## src/rtl/pitch_event_pkg.sv

```systemverilog
// pitch_event_pkg: shared types and timer sizing for the pitch event conditioner.
package pitch_event_pkg;
    typedef enum logic [1:0] {PE_IDLE, PE_QUAL, PE_FIRED, PE_COOLDOWN} pe_state_t;
    typedef enum logic {PE_DIR_LO, PE_DIR_HI} pe_dir_t;
    function automatic int pe_timer_w(input int hold, input int cool);
        return $clog2((hold > cool ? hold : cool) + 1);
    endfunction
endpackage

```

## src/rtl/pitch_event_conditioner_if.sv

```systemverilog
// pitch_event_conditioner_if: pitch flags in, qualified events and debug counters out.
interface pitch_event_conditioner_if #(parameter int CNT_W = 8);
    logic raw_hi, raw_lo, enable, hi_pulse, lo_pulse, busy;
    logic [CNT_W-1:0] hi_count, lo_count;
    modport master(output raw_hi, raw_lo, enable, input hi_pulse, lo_pulse, busy, hi_count, lo_count);
    modport slave(input raw_hi, raw_lo, enable, output hi_pulse, lo_pulse, busy, hi_count, lo_count);
endinterface

```

## src/rtl/synchronize.sv

```systemverilog
// synchronize: NSYNC-deep flop chain bringing an async flag into the local clock domain.
module synchronize #(parameter int NSYNC = 3) (
    input  logic clk,
    input  logic reset,
    input  logic d_i,
    output logic q_o
);
    logic [NSYNC-1:0] sync_q;
    always_ff @(posedge clk) sync_q <= reset ? '0 : {sync_q[NSYNC-2:0], d_i};
    assign q_o = sync_q[NSYNC-1];
endmodule

```

## src/rtl/pitch_event_conditioner.sv

```systemverilog
// pitch_event_conditioner: turns synchronized hi/lo pitch flags into held, exclusive,
// release-rearmed single-cycle events with cooldown and wrapping event counters.
module pitch_event_conditioner import pitch_event_pkg::*; #(
    parameter int NSYNC           = 3,
    parameter int HOLD_CYCLES     = 2_000_000,
    parameter int COOLDOWN_CYCLES = 10_000_000,
    parameter int CNT_W           = 8
) (
    input logic clk_100mhz,
    input logic reset,
    pitch_event_conditioner_if.slave pe
);
    localparam int TW = pe_timer_w(HOLD_CYCLES, COOLDOWN_CYCLES);
    localparam logic [TW-1:0] T_ONE = TW'(1);
    localparam logic [TW-1:0] HOLD_LAST = TW'(HOLD_CYCLES - 1);
    localparam logic [TW-1:0] COOL_LAST = TW'(COOLDOWN_CYCLES - 1);
    localparam logic [CNT_W-1:0] C_ONE = CNT_W'(1);
    pe_state_t state_q;
    pe_dir_t dir_q, cand_dir;
    logic [TW-1:0] timer_q;
    logic [CNT_W-1:0] hi_count_q, lo_count_q;
    logic hi_pulse_q, lo_pulse_q, busy_q;
    logic s_hi, s_lo, excl_hi, excl_lo, dir_ok, fire;
    synchronize #(.NSYNC(NSYNC)) u_sync_hi (.clk(clk_100mhz), .reset(reset), .d_i(pe.raw_hi), .q_o(s_hi));
    synchronize #(.NSYNC(NSYNC)) u_sync_lo (.clk(clk_100mhz), .reset(reset), .d_i(pe.raw_lo), .q_o(s_lo));
    assign excl_hi = s_hi & ~s_lo;
    assign excl_lo = s_lo & ~s_hi;
    assign dir_ok = dir_q == PE_DIR_HI ? excl_hi : excl_lo;
    assign cand_dir = state_q == PE_IDLE ? (excl_hi ? PE_DIR_HI : PE_DIR_LO) : dir_q;
    // The timer counts qualifying cycles already seen, so the last one lands on HOLD_CYCLES-1.
    assign fire = state_q == PE_IDLE ? (excl_hi | excl_lo) && HOLD_CYCLES == 1
                                     : state_q == PE_QUAL && dir_ok && timer_q == HOLD_LAST;
    always_ff @(posedge clk_100mhz) begin
        if (reset) begin
            state_q <= PE_IDLE;
            dir_q <= PE_DIR_LO;
            timer_q <= '0;
            hi_pulse_q <= 1'b0;
            lo_pulse_q <= 1'b0;
            busy_q <= 1'b0;
            hi_count_q <= '0;
            lo_count_q <= '0;
        end else if (!pe.enable) begin
            state_q <= PE_IDLE;
            timer_q <= '0;
            hi_pulse_q <= 1'b0;
            lo_pulse_q <= 1'b0;
            busy_q <= 1'b0;
        end else begin
            hi_pulse_q <= fire && cand_dir == PE_DIR_HI;
            lo_pulse_q <= fire && cand_dir == PE_DIR_LO;
            if (fire && cand_dir == PE_DIR_HI) hi_count_q <= hi_count_q + C_ONE;
            if (fire && cand_dir == PE_DIR_LO) lo_count_q <= lo_count_q + C_ONE;
            if (fire) begin
                state_q <= PE_FIRED;
                dir_q <= cand_dir;
                timer_q <= '0;
                busy_q <= 1'b1;
            end else begin
                unique case (state_q)
                    PE_IDLE: if (excl_hi | excl_lo) begin
                        state_q <= PE_QUAL;
                        dir_q <= cand_dir;
                        timer_q <= T_ONE;
                        busy_q <= 1'b1;
                    end
                    PE_QUAL: if (dir_ok) timer_q <= timer_q + T_ONE;
                    else begin
                        state_q <= PE_IDLE;
                        timer_q <= '0;
                        busy_q <= 1'b0;
                    end
                    // Release of both flags starts the dead time; it counts the release cycle itself.
                    PE_FIRED: if (!(s_hi | s_lo)) begin
                        state_q <= COOLDOWN_CYCLES == 1 ? PE_IDLE : PE_COOLDOWN;
                        timer_q <= COOLDOWN_CYCLES == 1 ? '0 : T_ONE;
                        busy_q <= COOLDOWN_CYCLES != 1;
                    end
                    PE_COOLDOWN: if (timer_q == COOL_LAST) begin
                        state_q <= PE_IDLE;
                        timer_q <= '0;
                        busy_q <= 1'b0;
                    end else timer_q <= timer_q + T_ONE;
                endcase
            end
        end
    end
    assign pe.hi_pulse = hi_pulse_q;
    assign pe.lo_pulse = lo_pulse_q;
    assign pe.busy = busy_q;
    assign pe.hi_count = hi_count_q;
    assign pe.lo_count = lo_count_q;
endmodule

```

## src/flat_wrapper.sv

```systemverilog
// flat-port wrapper written by rule: the top's interface ports become plain ports
module pitch_event_conditioner_flat import pitch_event_pkg::*;
#(
    parameter int NSYNC           = 3,
    parameter int HOLD_CYCLES     = 2_000_000,
    parameter int COOLDOWN_CYCLES = 10_000_000,
    parameter int CNT_W           = 8
)
  (clk_100mhz, reset, pe_raw_hi, pe_raw_lo, pe_enable, pe_hi_pulse, pe_lo_pulse, pe_busy, pe_hi_count, pe_lo_count);
  pitch_event_conditioner_if #(.CNT_W(CNT_W)) pe_i ();
  input logic clk_100mhz;
  input logic reset;
  input wire logic [$bits(pe_i.raw_hi)-1:0] pe_raw_hi;
  input wire logic [$bits(pe_i.raw_lo)-1:0] pe_raw_lo;
  input wire logic [$bits(pe_i.enable)-1:0] pe_enable;
  output wire logic [$bits(pe_i.hi_pulse)-1:0] pe_hi_pulse;
  output wire logic [$bits(pe_i.lo_pulse)-1:0] pe_lo_pulse;
  output wire logic [$bits(pe_i.busy)-1:0] pe_busy;
  output wire logic [$bits(pe_i.hi_count)-1:0] pe_hi_count;
  output wire logic [$bits(pe_i.lo_count)-1:0] pe_lo_count;
  assign pe_i.raw_hi = pe_raw_hi;
  assign pe_i.raw_lo = pe_raw_lo;
  assign pe_i.enable = pe_enable;
  assign pe_hi_pulse = pe_i.hi_pulse;
  assign pe_lo_pulse = pe_i.lo_pulse;
  assign pe_busy = pe_i.busy;
  assign pe_hi_count = pe_i.hi_count;
  assign pe_lo_count = pe_i.lo_count;
  pitch_event_conditioner #(.NSYNC(NSYNC), .HOLD_CYCLES(HOLD_CYCLES), .COOLDOWN_CYCLES(COOLDOWN_CYCLES), .CNT_W(CNT_W)) u_core (.clk_100mhz(clk_100mhz), .reset(reset), .pe(pe_i));
endmodule
```

## config.mk

```make
export PLATFORM = sky130hd
export DESIGN_NAME = pitch_event_conditioner_flat
export DESIGN_NICKNAME = d
export VERILOG_FILES = /design/src/rtl/pitch_event_pkg.sv /design/src/rtl/pitch_event_conditioner_if.sv /design/src/rtl/synchronize.sv /design/src/rtl/pitch_event_conditioner.sv /design/src/flat_wrapper.sv
export SDC_FILE = /design/constraint.sdc
export NUM_CORES = 1
export LEC_CHECK = 0
export BUFFER_PORTS_ARGS = -buffer_cell sky130_fd_sc_hd__buf_2
export CORE_ASPECT_RATIO = 0.7
export CORE_UTILIZATION = 51
export DETAILED_ROUTE_END_ITERATION = 12
export HOLD_SLACK_MARGIN = 0.02
export PLACE_DENSITY = 0.68
export RECOVER_POWER = 25
export SYNTH_ARGS = -nofsm -noshare
export SYNTH_HDL_FRONTEND = slang
export SYNTH_SLANG_ARGS = --single-unit
```

## constraint.sdc

```tcl
create_clock -name clk_100mhz -period 2.8 [get_ports clk_100mhz]
set_clock_uncertainty 0.2 [all_clocks]
set_input_delay 0.56 -clock clk_100mhz [delete_from_list [all_inputs] [get_ports clk_100mhz]]
set_output_delay 0.56 -clock clk_100mhz [all_outputs]
set_load 0.01 [all_outputs]
```

Word level (Yosys, flattened, before mapping):

Index checks and enable logic that the tools add are counted.

* equal/unequal tests: 13
* mux-type cells: 24
* bitwise logic cells: 8
* $add $sub $neg: 3
* reduce and logical (&&, ||, !) cells: 15

Operators with widths (count)
* $mux W24: 4
* $pmux W24 S4: 1
* $add A24 B1 Y24 const B: 1
* $eq A24 B21 Y1 const B: 1
* $eq A24 B24 Y1 const B: 1
* $add A8 B1 Y8 const B: 2
* $mux W1: 12
* $mux W2: 5
* $pmux W2 S4: 1
* $reduce_and A4 Y1: 2
* $ne A2 B2 Y1 const B: 3
* $ne A3 B2 Y1 const B: 2
* $reduce_and A2 Y1: 3
* $eq A2 B2 Y1 const B: 2
* $logic_and A1 B1 Y1: 4
* $not A1 Y1: 4
* $pmux W1 S4: 1
* $reduce_bool A2 Y1: 2
* $ne A3 B1 Y1 const B: 1
* $ne A3 B3 Y1 const B: 1
* $reduce_and A3 Y1: 1
* $reduce_or A3 Y1: 1
* $and A1 B1 Y1: 2
* $eq A2 B1 Y1 const B: 1
* 4 further kinds: 5

* register bits: 52
* output and inout port bits: 19
* word-level logic and storage cells: 74

Longest topological paths before layout:

Gate-level depths: netlist (run 1).

* depth in word-level cells: 8
* depth in mapped cells: 9
* gate-level depth less buffers: 8

By module:

From an unflattened synthesis (run 1), not the netlist that was laid out.

* cells, all modules: 316
* area, all modules: 2632.5 sq um

By module, submodules not included
* pitch_event_conditioner: sequential area each 920.9 sq um, cells an instance 304, area an instance 2474.9 sq um, times used 1
* synchronize: sequential area each 60.1 sq um, cells an instance 6, area an instance 78.8 sq um, times used 2

Worst setup path before layout (run 1):

Ideal clock, no wire load.

* kind: register to register
* from: register u_core.timer_q[5]
* to: register u_core.timer_q[7]
* setup time: 115 ps
* data required time: 2485 ps
* arrival time: 2119 ps
* cell stages (with the launch flop): 8
* path slack: 366 ps
* path through: dfxtp_1 > nand2_1 > or4_4 > or3_1 > a31oi_1 > a21o_2 > buf_6 > nor2_1

* longest elaborated chain between the ends: 4
* elaborated cells between the ends (all ways): 9
* those cells by class: add/sub (1); eq/ne (2); mux (4); reduce/logical (2)

Ends and longest elaborated chain
* from (decl): line pitch_event_conditioner.sv:20 `logic [TW-1:0] timer_q;`
* from (signal assigned): line pitch_event_conditioner.sv:67 `PE_QUAL: if (dir_ok) timer_q <= timer_q + T_ONE;`
* from (signal assigned): line pitch_event_conditioner.sv:76 `timer_q <= COOLDOWN_CYCLES == 1 ? '0 : T_ONE;`
* from (signal assigned): line pitch_event_conditioner.sv:83 `end else timer_q <= timer_q + T_ONE;`
* branches (longest 4 deep; another with $add A24 B1 Y24)

Parallel ways; which one is timed is not known.
A chain may end at the register's enable or synchronous reset.

Worst setup path in the final report (run 1):

* from: register u_core.timer_q[5]
* to: register u_core.timer_q[5]

The elaborated chain is that of the path after synthesis.

==> impl_metrics.env, run 1 <==
export IMPL_drtPass1Iterations=7
export IMPL_clock_latency_ps=310
export IMPL_postCtsSetupRepairBufs=0
export IMPL_antenna_found_initial=0
export IMPL_critPathCapture="u_core.timer_q[5]"
export IMPL_cts_resized=0
export IMPL_cts_root_buffer="clkbuf_8"
export IMPL_overflow=0
export IMPL_ant_nets=0
export IMPL_cts_hold_buffers=0
export IMPL_rr_startpoint="u_core.timer_q[5]"
export IMPL_n_antenna_cell=0
export IMPL_path_class="flip-flop to flip-flop"
export IMPL_grt_pass1_vias=1746
export IMPL_finalSetupViolCount=0
export IMPL_place_area_mm2=0.00266
export IMPL_required_ps=2800
export IMPL_viasPerCell=5.61
export IMPL_final_area_mm2=0.00274
export IMPL_dieWidth_um=84.9
export IMPL_row_count=20
export IMPL_finalHoldViolCount=0
export IMPL_slew_headroom=0.228
export IMPL_r2r_end="u_core.timer_q[5]"
export IMPL_synth_cells=288
export IMPL_io_pins=24
export IMPL_htree_levels=2
export IMPL_cpMaxStageDelayCell="or4_4"
export IMPL_arrival_ps=2490
export IMPL_setup_tns_ps=0
export IMPL_synth_area_leaders="dfxtp_1 (42%), nor2_1 (6.1%), xor2_1 (6.1%)"
export IMPL_grt_max_degree=30
export IMPL_p_per_area_mw_per_mm2=451
export IMPL_outcome="complete, no violations"
export IMPL_dieArea_mm2=0.00509
export IMPL_synthFlopType="dfxtp_1"
export IMPL_ctsLongestPathBuffers=2
export IMPL_core_mm2=0.00448
export IMPL_seq_area_frac_synth=0.425
export IMPL_detail_route_iter0_violations=210
export IMPL_clock_sinks=52
export IMPL_ys_ff_latch=52
export IMPL_yosys_top_cells_count="dfxtp_1 (52), nor2_1 (40), nand2_1 (25), nand3_1 (18)"
export IMPL_worstSetupEndpointType="flip-flop"
export IMPL_synth_edf_count=0
export IMPL_crit_path_cell_trace="nand2_1 -> or4_4 -> or3_1 -> a31oi_1 -> a21o_2 -> nor2_1"
export IMPL_num_vias=2098
export IMPL_yosysWarnings=0
export IMPL_worst_path_max_fanout=15
export IMPL_path_clk_slew_ps=90
export IMPL_power_leakage_nw=0.976
export IMPL_tightest_slew_ps=1160
export IMPL_start_util=0.547
export IMPL_grt_usage=0.222
export IMPL_routed_wl_mm=5.22
export IMPL_r2r_slack_ps=310
export IMPL_cp_startpoint="u_core.timer_q[5]"
export IMPL_cts_made_buffers=5
export IMPL_wl_per_cell_um=13.9
export IMPL_post_synth_top_count_cell="dfxtp_1"
export IMPL_peakVddDrop_uv=302
export IMPL_maxCapViolCount=0
export IMPL_reg2regPathDepth=6
export IMPL_period_needed_ps=2490
export IMPL_drv_slew=0
export IMPL_slowest_delay_ps=530
export IMPL_grt_pass1_wl_mm=8.43
export IMPL_cp_start_kind="flip-flop"
export IMPL_syn_nets=299
export IMPL_synth_area_leader_cell="dfxtp_1"
export IMPL_synth_area_mm2=0.00245
export IMPL_drive_gt1_frac=0.116
export IMPL_ys_async_sr_fraction=0
export IMPL_dp_hpwl_mm=3.80
export IMPL_drcViolationCount=0
export IMPL_area_growth_pct=11.6
export IMPL_fin_crit_sh=0.888
export IMPL_max_freq_ghz=0.402
export IMPL_die_y_um=60
export IMPL_cts_tree="done"
export IMPL_hold_slack_ps=249
export IMPL_netlist_area_leader_share=0.425
export IMPL_rsz0062_at_grt="false"
export IMPL_holdCritPathClass="flip-flop to flip-flop"
export IMPL_gp_congestion=0.897
export IMPL_syn_avg_cell_area_um2=8.51
export IMPL_port_buffers=23
export IMPL_ys_types=42
export IMPL_layout_nets=329
==> metrics by stage <==
stage	setup WS, ps	std cells	total power, mW	utilization
6_report	313	374	1.23	0.611
5_1_grt	199	374	1.28	0.611
4_1_cts	332	374	1.25	0.614
3_5_place_dp	346	366	0.804	0.593
3_3_place_gp	398	366	0.803	0.593
2_1_floorplan	366	288	0.792	-
==> power breakdown <==
part           total, mW  switching [mW]  internal, mW  leakage [nW]
Clock              0.447           0.246         0.201        0.0445
Combinational     0.0410          0.0275        0.0136         0.512
Sequential         0.745         0.00169         0.743         0.420
==> worst max-delay path: cells and delay by family, from the launching register on <==
kind | cells | cell delay (ps)
DFF | 1 | 420
AOI/OAI and AO/OA | 2 | 590
and+or+nand+nor | 4 | 1170
==> layout by cell type, fill, tap and decap left out, types with 6 or more instances in the layout <==
cell / count
a21oi_1: 13
and2_1: 7
buf_2: 12
buf_4: 8
clkbuf_1: 12
clkbuf_8: 6
dfxtp_1: 52
ha_1: 6
nand2_1: 25
nand3_1: 18
nand4_1: 17
nor2_1: 40
nor2b_1: 9
o21ai_0: 13
xnor2_1: 6
xor2_1: 17
==> logic make-up (layout without fill, tap and decap cells) <==
kind of cell | count (synthesis) | after routing | synth area share
fa+ha+maj | 6 | 6 | 0.0306
buf+inv | 13 | 44 | 0.0235
simple gates | 151 | 151 | 0.326
compound gates | 39 | 39 | 0.0955
flops | 52 | 52 | 0.425
mux | 4 | 4 | 0.0174
xor+xnor | 23 | 23 | 0.0822
==> flip-flops by register name, indices dropped and copies added, names as in the netlist, named ones only <==
name                     count
u_core.u_sync_hi.sync_q      3
u_core.pe.hi_pulse           1
u_core.pe.busy               1
u_core.dir_q                 1
u_core.pe.lo_pulse           1
u_core.pe.lo_count           8
u_core.timer_q              24
u_core.u_sync_lo.sync_q      3
u_core.pe.hi_count           8
u_core.state_q               1
==> per-layer routing <==
metal,share of wire,GRT usage,wire [µm]
met3,0.066,0.0746,344
met2,0.37,0.288,1930
met1,0.56,0.335,2900
met4,0.0069,0.0726,36
met5,0,0,0
==> how the worst min path moves through the flow <==
stage          slack (ps)                       start                          to  depth (start not counted)
3_5_place_dp          230  u_core.u_sync_lo.sync_q[1]  u_core.u_sync_lo.sync_q[2]                          1
6_report              250  u_core.u_sync_hi.sync_q[0]  u_core.u_sync_hi.sync_q[1]                          1
3_3_place_gp          220  u_core.u_sync_lo.sync_q[1]  u_core.u_sync_lo.sync_q[2]                          1
5_1_grt               250  u_core.u_sync_lo.sync_q[1]  u_core.u_sync_lo.sync_q[2]                          1
4_1_cts               250  u_core.u_sync_lo.sync_q[1]  u_core.u_sync_lo.sync_q[2]                          1
2_1_floorplan         210  u_core.u_sync_hi.sync_q[0]  u_core.u_sync_hi.sync_q[1]                          1
==> final cells by class <==
class	count	area (µm²)
multi-input combinational	223	1350
tap	55	68.8
clock buffer	7	86.3
fill	413	1740
timing repair buffer	31	161
clock inverter	1	7.51
inverter	5	18.8
sequential	52	1040
(Power assumes the default switching activity.)
==> inputs of run 2 (changes only) <==
--- a/config.mk
+++ b/config.mk
@@ -6,7 +6,6 @@
 export NUM_CORES = 1
 export LEC_CHECK = 0
 export BUFFER_PORTS_ARGS = -buffer_cell sky130_fd_sc_hd__buf_2
-export CORE_ASPECT_RATIO = 0.7
 export CORE_UTILIZATION = 51
 export DETAILED_ROUTE_END_ITERATION = 12
 export HOLD_SLACK_MARGIN = 0.02
==> impl_metrics.env, run 2 (synthesis results as in run 1) <==
export IMPL_grt_pass1_vias=1897
export IMPL_routed_wl_mm=4.96
export IMPL_cts_resized=0
export IMPL_r2r_end="u_core.timer_q[7]"
export IMPL_fillers=416
export IMPL_cts_root_buffer="clkbuf_8"
export IMPL_holdCritPathClass="flip-flop to flip-flop"
export IMPL_core_mm2=0.00447
export IMPL_gp_congestion=0.863
export IMPL_wl_per_cell_um=13.4
export IMPL_rr_startpoint="u_core.timer_q[5]"
export IMPL_finalHoldViolCount=0
export IMPL_fin_crit_sh=0.882
export IMPL_tightest_slew_ps=627
export IMPL_reg2regPathDepth=6
export IMPL_antenna_found_initial=0
export IMPL_ctsLongestPathBuffers=2
export IMPL_seqCellArea_mm2=0.00104
export IMPL_total_power_mw=1.21
export IMPL_io_pins=24
export IMPL_period_needed_ps=2470
export IMPL_worst_path_max_fanout=15
export IMPL_dieWidth_um=71.3
export IMPL_final_common_cell="dfxtp_1"
export IMPL_die_y_um=71.3
export IMPL_htree_levels=2
export IMPL_drive_gt1_frac=0.107
export IMPL_outcome="complete, no violations"
export IMPL_power_leakage_nw=0.968
export IMPL_slew_headroom=0.582
export IMPL_dieArea_mm2=0.00509
export IMPL_drv_slew=0
export IMPL_maxCapViolCount=0
export IMPL_min_delay_path_depth=1
export IMPL_area_growth_pct=10.9
export IMPL_overflow=0
export IMPL_drtPass1Iterations=4
export IMPL_final_cell_mix="dfxtp_1 (52), nor2_1 (40), nand2_1 (25)"
export IMPL_detail_route_iter0_violations=144
export IMPL_largest_register="u_core.timer_q"
export IMPL_multi_input_area_mm2=0.00135
export IMPL_clock_latency_ps=300
export IMPL_worstSetupEndpointType="flip-flop"
export IMPL_r2r_slack_ps=330
export IMPL_arrival_ps=2450
export IMPL_ant_nets=0
export IMPL_drcViolationCount=0
export IMPL_num_vias=2088
export IMPL_layout_nets=328
export IMPL_hold_path_startpoint="u_core.u_sync_lo.sync_q[0]"
export IMPL_cts_hold_buffers=0
export IMPL_path_class="flip-flop to flip-flop"
export IMPL_viasPerCell=5.64
export IMPL_required_ps=2780
export IMPL_largest_register_ffs=24
export IMPL_whs_endpoint="u_core.u_sync_lo.sync_q[1]"
export IMPL_grt_pass1_wl_mm=8.76
export IMPL_n_antenna_cell=0
export IMPL_peakVddDrop_uv=316
export IMPL_row_count=24
export IMPL_clock_sinks=52
export IMPL_grt_usage=0.216
export IMPL_grt_max_degree=18
export IMPL_rsz0062_at_grt="false"
export IMPL_postCtsSetupRepairBufs=0
export IMPL_port_buffers=23
export IMPL_dp_hpwl_mm=3.67
export IMPL_max_freq_ghz=0.405
export IMPL_path_clk_slew_ps=90
export IMPL_cts_tree="done"
export IMPL_finalSetupViolCount=0
export IMPL_setup_tns_ps=0
export IMPL_cts_made_buffers=5
export IMPL_cp_start_kind="flip-flop"
export IMPL_start_util=0.548
export IMPL_p_per_area_mw_per_mm2=446
-- run 2: layout make-up --
cell class	instances	share of cell area
inverters	5	0.00691
flip-flops and latches	52	0.383
clock buffers	8	0.0331
multi-input cells	223	0.498
well taps	52	0.0239
repair buffers	30	0.0552
-- run 2: worst max-delay path, stage by stage (launching register included) --
cell and delay [ps]:
dfxtp_1 430, nand2_1 100, or4_4 530, or3_1 440, a31oi_1 220, a21o_2 330, nor2_1 90
-- run 2: power breakdown --
group | switching, mW | internal, mW
Sequential | 0.00236 | 0.743
Combinational | 0.0261 | 0.0134
Clock | 0.226 | 0.202
-- run 2: worst max path at each step --
stage	startpoint	to	slack [ps]
floorplan	u_core.timer_q[5]	u_core.timer_q[7]	370
global placement	u_core.timer_q[5]	u_core.timer_q[5]	400
detailed placement	u_core.timer_q[5]	u_core.timer_q[7]	320
CTS	u_core.timer_q[5]	u_core.timer_q[7]	310
global route	u_core.timer_q[17]	u_core.pe.lo_count[5]	110
finish	u_core.timer_q[5]	u_core.timer_q[7]	330
-- run 2: routing by layer --
| metal | track usage | vias up | part of all wire |
|---|---|---|---|
| met2 | 0.366 | 39 | 0.46 |
| met1 | 0.275 | 971 | 0.49 |
| li1 | - | 1069 | - |
| met5 | 0 | - | 0 |
| met4 | 0.0889 | 0 | 0.021 |
| met3 | 0.0323 | 9 | 0.030 |
-- run 2: stage by stage --
step           instance area [µm²]  hold WS, ps  utilization  setup WS (ps)  std cells
2_1_floorplan                 2450          214            -            366        288
3_3_place_gp                  2650          217        0.591            402        362
3_5_place_dp                  2650          232        0.591            324        362
4_1_cts                       2740          253        0.611            314        370
5_1_grt                       2720          268        0.607            113        370
6_report                      2720          244        0.607            330        370
==> inputs of run 3 (changes only) <==
--- a/config.mk
+++ b/config.mk
@@ -5,11 +5,14 @@
 export SDC_FILE = /design/constraint.sdc
 export NUM_CORES = 1
 export LEC_CHECK = 0
+export ABC_AREA = 1
 export BUFFER_PORTS_ARGS = -buffer_cell sky130_fd_sc_hd__buf_2
-export CORE_UTILIZATION = 51
+export CELL_PAD_IN_SITES_DETAIL_PLACEMENT = 1
+export CELL_PAD_IN_SITES_GLOBAL_PLACEMENT = 1
+export CORE_UTILIZATION = 42
 export DETAILED_ROUTE_END_ITERATION = 12
 export HOLD_SLACK_MARGIN = 0.02
-export PLACE_DENSITY = 0.68
+export PLACE_DENSITY = 0.78
 export RECOVER_POWER = 25
 export SYNTH_ARGS = -nofsm -noshare
 export SYNTH_HDL_FRONTEND = slang
==> impl_metrics.env, run 3 <==
export IMPL_p_int_uw=931
export IMPL_synthSimpleGateAreaFrac=0.421
export IMPL_outcome="complete, no violations"
export IMPL_rr_startpoint="u_core.u_sync_lo.sync_q[2]"
export IMPL_cp_startpoint="u_core.u_sync_lo.sync_q[2]"
export IMPL_r2r_end="u_core.timer_q[23]"
export IMPL_ys_types=28
export IMPL_io_pins=24
export IMPL_synth_top_family_by_area="simple AND/OR/NAND/NOR gates"
export IMPL_n_antenna_cell=0
export IMPL_arrival_ps=2160
export IMPL_tightest_slew_ps=547
export IMPL_detail_route_iter0_violations=67
export IMPL_critPathCapture="u_core.timer_q[23]"
export IMPL_fin_crit_sh=0.767
export IMPL_dp_hpwl_mm=5.96
export IMPL_fin_cells=597
export IMPL_netlist_area_leader_share=0.350
export IMPL_fillers=989
export IMPL_dp_cells=590
export IMPL_postCtsSetupRepairBufs=0
export IMPL_post_synth_fa_ha_maj_area_fraction=0.0253
export IMPL_final_cell_mix="nand2_1 (129), inv_1 (85), nor2_1 (84)"
export IMPL_synthFlopType="dfxtp_1"
export IMPL_cts_hold_buffers=0
export IMPL_post_synth_top_count_cell="nand2_1"
export IMPL_drtPass1Iterations=4
export IMPL_reg2regPathDepth=11
export IMPL_grt_pass1_wl_mm=13.2
export IMPL_synth_area_leader_cell="dfxtp_1"
export IMPL_row_count=30
export IMPL_slew_headroom=0.635
export IMPL_dieWidth_um=86.1
export IMPL_grt_pass1_vias=3012
export IMPL_cpMaxStageDelayCell="dfxtp_1"
export IMPL_grt_max_degree=18
export IMPL_ctsLongestPathBuffers=2
export IMPL_area_growth_pct=8.84
export IMPL_maxCapViolCount=0
export IMPL_yosys_top_cells_count="nand2_1 (129), inv_1 (85), nor2_1 (84), dfxtp_1 (52), nand3_1 (27)"
export IMPL_drive_gt1_frac=0.0838
export IMPL_clock_sinks=52
export IMPL_power_leakage_nw=1.43
export IMPL_drv_slew=0
export IMPL_cts_made_buffers=5
export IMPL_worstSetupEndpointType="flip-flop"
export IMPL_start_util=0.435
export IMPL_layout_nets=512
export IMPL_cts_root_buffer="clkbuf_8"
export IMPL_overflow=0
export IMPL_peakVddDrop_uv=163
export IMPL_path_class="flip-flop to flip-flop"
export IMPL_ys_ff_latch=52
export IMPL_ys_async_sr_fraction=0
export IMPL_wl_per_cell_um=12.6
export IMPL_synth_compound_area_share=0.0619
export IMPL_holdCritPathClass="flip-flop to flip-flop"
export IMPL_r2r_slack_ps=650
export IMPL_period_needed_ps=2150
export IMPL_die_y_um=86.1
export IMPL_synth_area_mm2=0.00297
export IMPL_rsz0062_at_grt="false"
export IMPL_p_per_area_mw_per_mm2=383
export IMPL_seqPwrFrac=0.603
export IMPL_power_frac_comb=0.051
export IMPL_routed_wl_mm=7.51
export IMPL_antenna_found_initial=0
export IMPL_slowest_delay_ps=340
export IMPL_synthXorXnorAreaFrac=0.0147
export IMPL_num_vias=2919
export IMPL_ant_nets=0
export IMPL_swShare=0.250
export IMPL_syn_avg_cell_area_um2=6.23
export IMPL_gp_congestion=0.828
export IMPL_synth_area_leaders="dfxtp_1 (35%), nand2_1 (16%), inv_1 (11%)"
export IMPL_synth_edf_count=0
export IMPL_dieArea_mm2=0.00742
export IMPL_clock_latency_ps=310
export IMPL_crit_path_cell_trace="inv_1 -> ha_1 -> inv_1 -> nand2_1 -> nand2_2 -> nor2_4 -> nand4_1 -> nor2_1 -> nand2_1 -> nand2_1 -> nor2_1"
export IMPL_yosysWarnings=0
export IMPL_port_buffers=23
export IMPL_largest_register="u_core.timer_q"
export IMPL_path_clk_slew_ps=100
export IMPL_drcViolationCount=0
export IMPL_synth_cells=477
export IMPL_setup_tns_ps=0
export IMPL_viasPerCell=4.89
export IMPL_syn_nets=488
export IMPL_pwr_share_clk=0.346
export IMPL_cp_start_kind="flip-flop"
export IMPL_cts_resized=0
export IMPL_worst_path_max_fanout=16
export IMPL_seq_area_frac_synth=0.350
export IMPL_cts_tree="done"
export IMPL_htree_levels=2
export IMPL_finalHoldViolCount=0
export IMPL_largest_register_ffs=24
export IMPL_final_common_cell="nand2_1"
export IMPL_p_switching_uw=310
export IMPL_required_ps=2810
export IMPL_core_mm2=0.00683
export IMPL_synth_mux_area_frac=0
export IMPL_max_freq_ghz=0.466
export IMPL_path_common_cell="nand2_1"
export IMPL_finalSetupViolCount=0
export IMPL_grt_usage=0.222
[run 3: routing by layer]
| layer | wire [µm] | up-vias | global-route usage |
|---|---|---|---|
| met5 | 0 | - | 0 |
| met4 | 119 | 0 | 0.0667 |
| met3 | 198 | 11 | 0.0356 |
| met2 | 3640 | 39 | 0.416 |
| met1 | 3550 | 1357 | 0.257 |
| li1 | - | 1512 | - |
[run 3: power groups by stage]
stage	Clock (mW)	Combinational [mW]	Sequential, mW
detailed placement	0	0.0646	0.766
global route	0.463	0.0723	0.749
floorplan	0	0.0466	0.765
finish	0.429	0.0632	0.748
CTS	0.444	0.0648	0.748
global placement	0	0.0622	0.765
[run 3: layout make-up]
| class | instances | area, µm² | share of cell area |
|---|---|---|---|
| clock buffer | 5 | 68.8 | 0.0213 |
| timing repair buffer | 23 | 100 | 0.0309 |
| inverter | 90 | 338 | 0.104 |
| sequential | 52 | 1040 | 0.322 |
| tap | 96 | 120 | 0.0371 |
| multi-input combinational | 329 | 1550 | 0.480 |
| clock inverter | 2 | 12.5 | 0.00387 |
[run 3: critical path, delay by kind of cell (launching register included)]
family / cells / cell delay [ps]
and+or+nand+nor: 8 / 1160
DFF: 1 / 340
adders and majority gates: 1 / 270
buffers and inverters: 2 / 100
[run 3: kinds of logic (layout without fill, tap and decap cells)]
group                      count (synthesis)  in the layout
and+or+nand+nor                          285            285
DFF                                       52             52
buffers and inverters                     96            120
AOI/OAI and AO/OA                         33             33
adders and majority gates                  6              6
xor gates and xnor gates                   5              5
[run 3: how the worst min path moves through the flow]
| stage | to | start | slack [ps] | cells past startpoint |
|---|---|---|---|---|
| 2_1_floorplan | u_core.u_sync_hi.sync_q[1] | u_core.u_sync_hi.sync_q[0] | 190 | 2 |
| 3_3_place_gp | u_core.u_sync_lo.sync_q[1] | u_core.u_sync_lo.sync_q[0] | 190 | 2 |
| 3_5_place_dp | u_core.u_sync_lo.sync_q[1] | u_core.u_sync_lo.sync_q[0] | 200 | 2 |
| 4_1_cts | u_core.u_sync_lo.sync_q[1] | u_core.u_sync_lo.sync_q[0] | 220 | 2 |
| 5_1_grt | u_core.u_sync_lo.sync_q[1] | u_core.u_sync_lo.sync_q[0] | 230 | 2 |
| 6_report | u_core.u_sync_lo.sync_q[1] | u_core.u_sync_lo.sync_q[0] | 210 | 2 |
[run 3: per-stage QoR]
step                power [mW]  hold WS, ps  instance area (µm²)  setup WS, ps   util
finish                    1.24          212                 3230           653  0.473
global route              1.28          229                 3230           462  0.473
CTS                       1.26          216                 3250           613  0.476
detailed placement       0.830          201                 3170           633  0.464
global placement         0.827          190                 3170           763  0.464
floorplan                0.812          188                 2970          1030      -
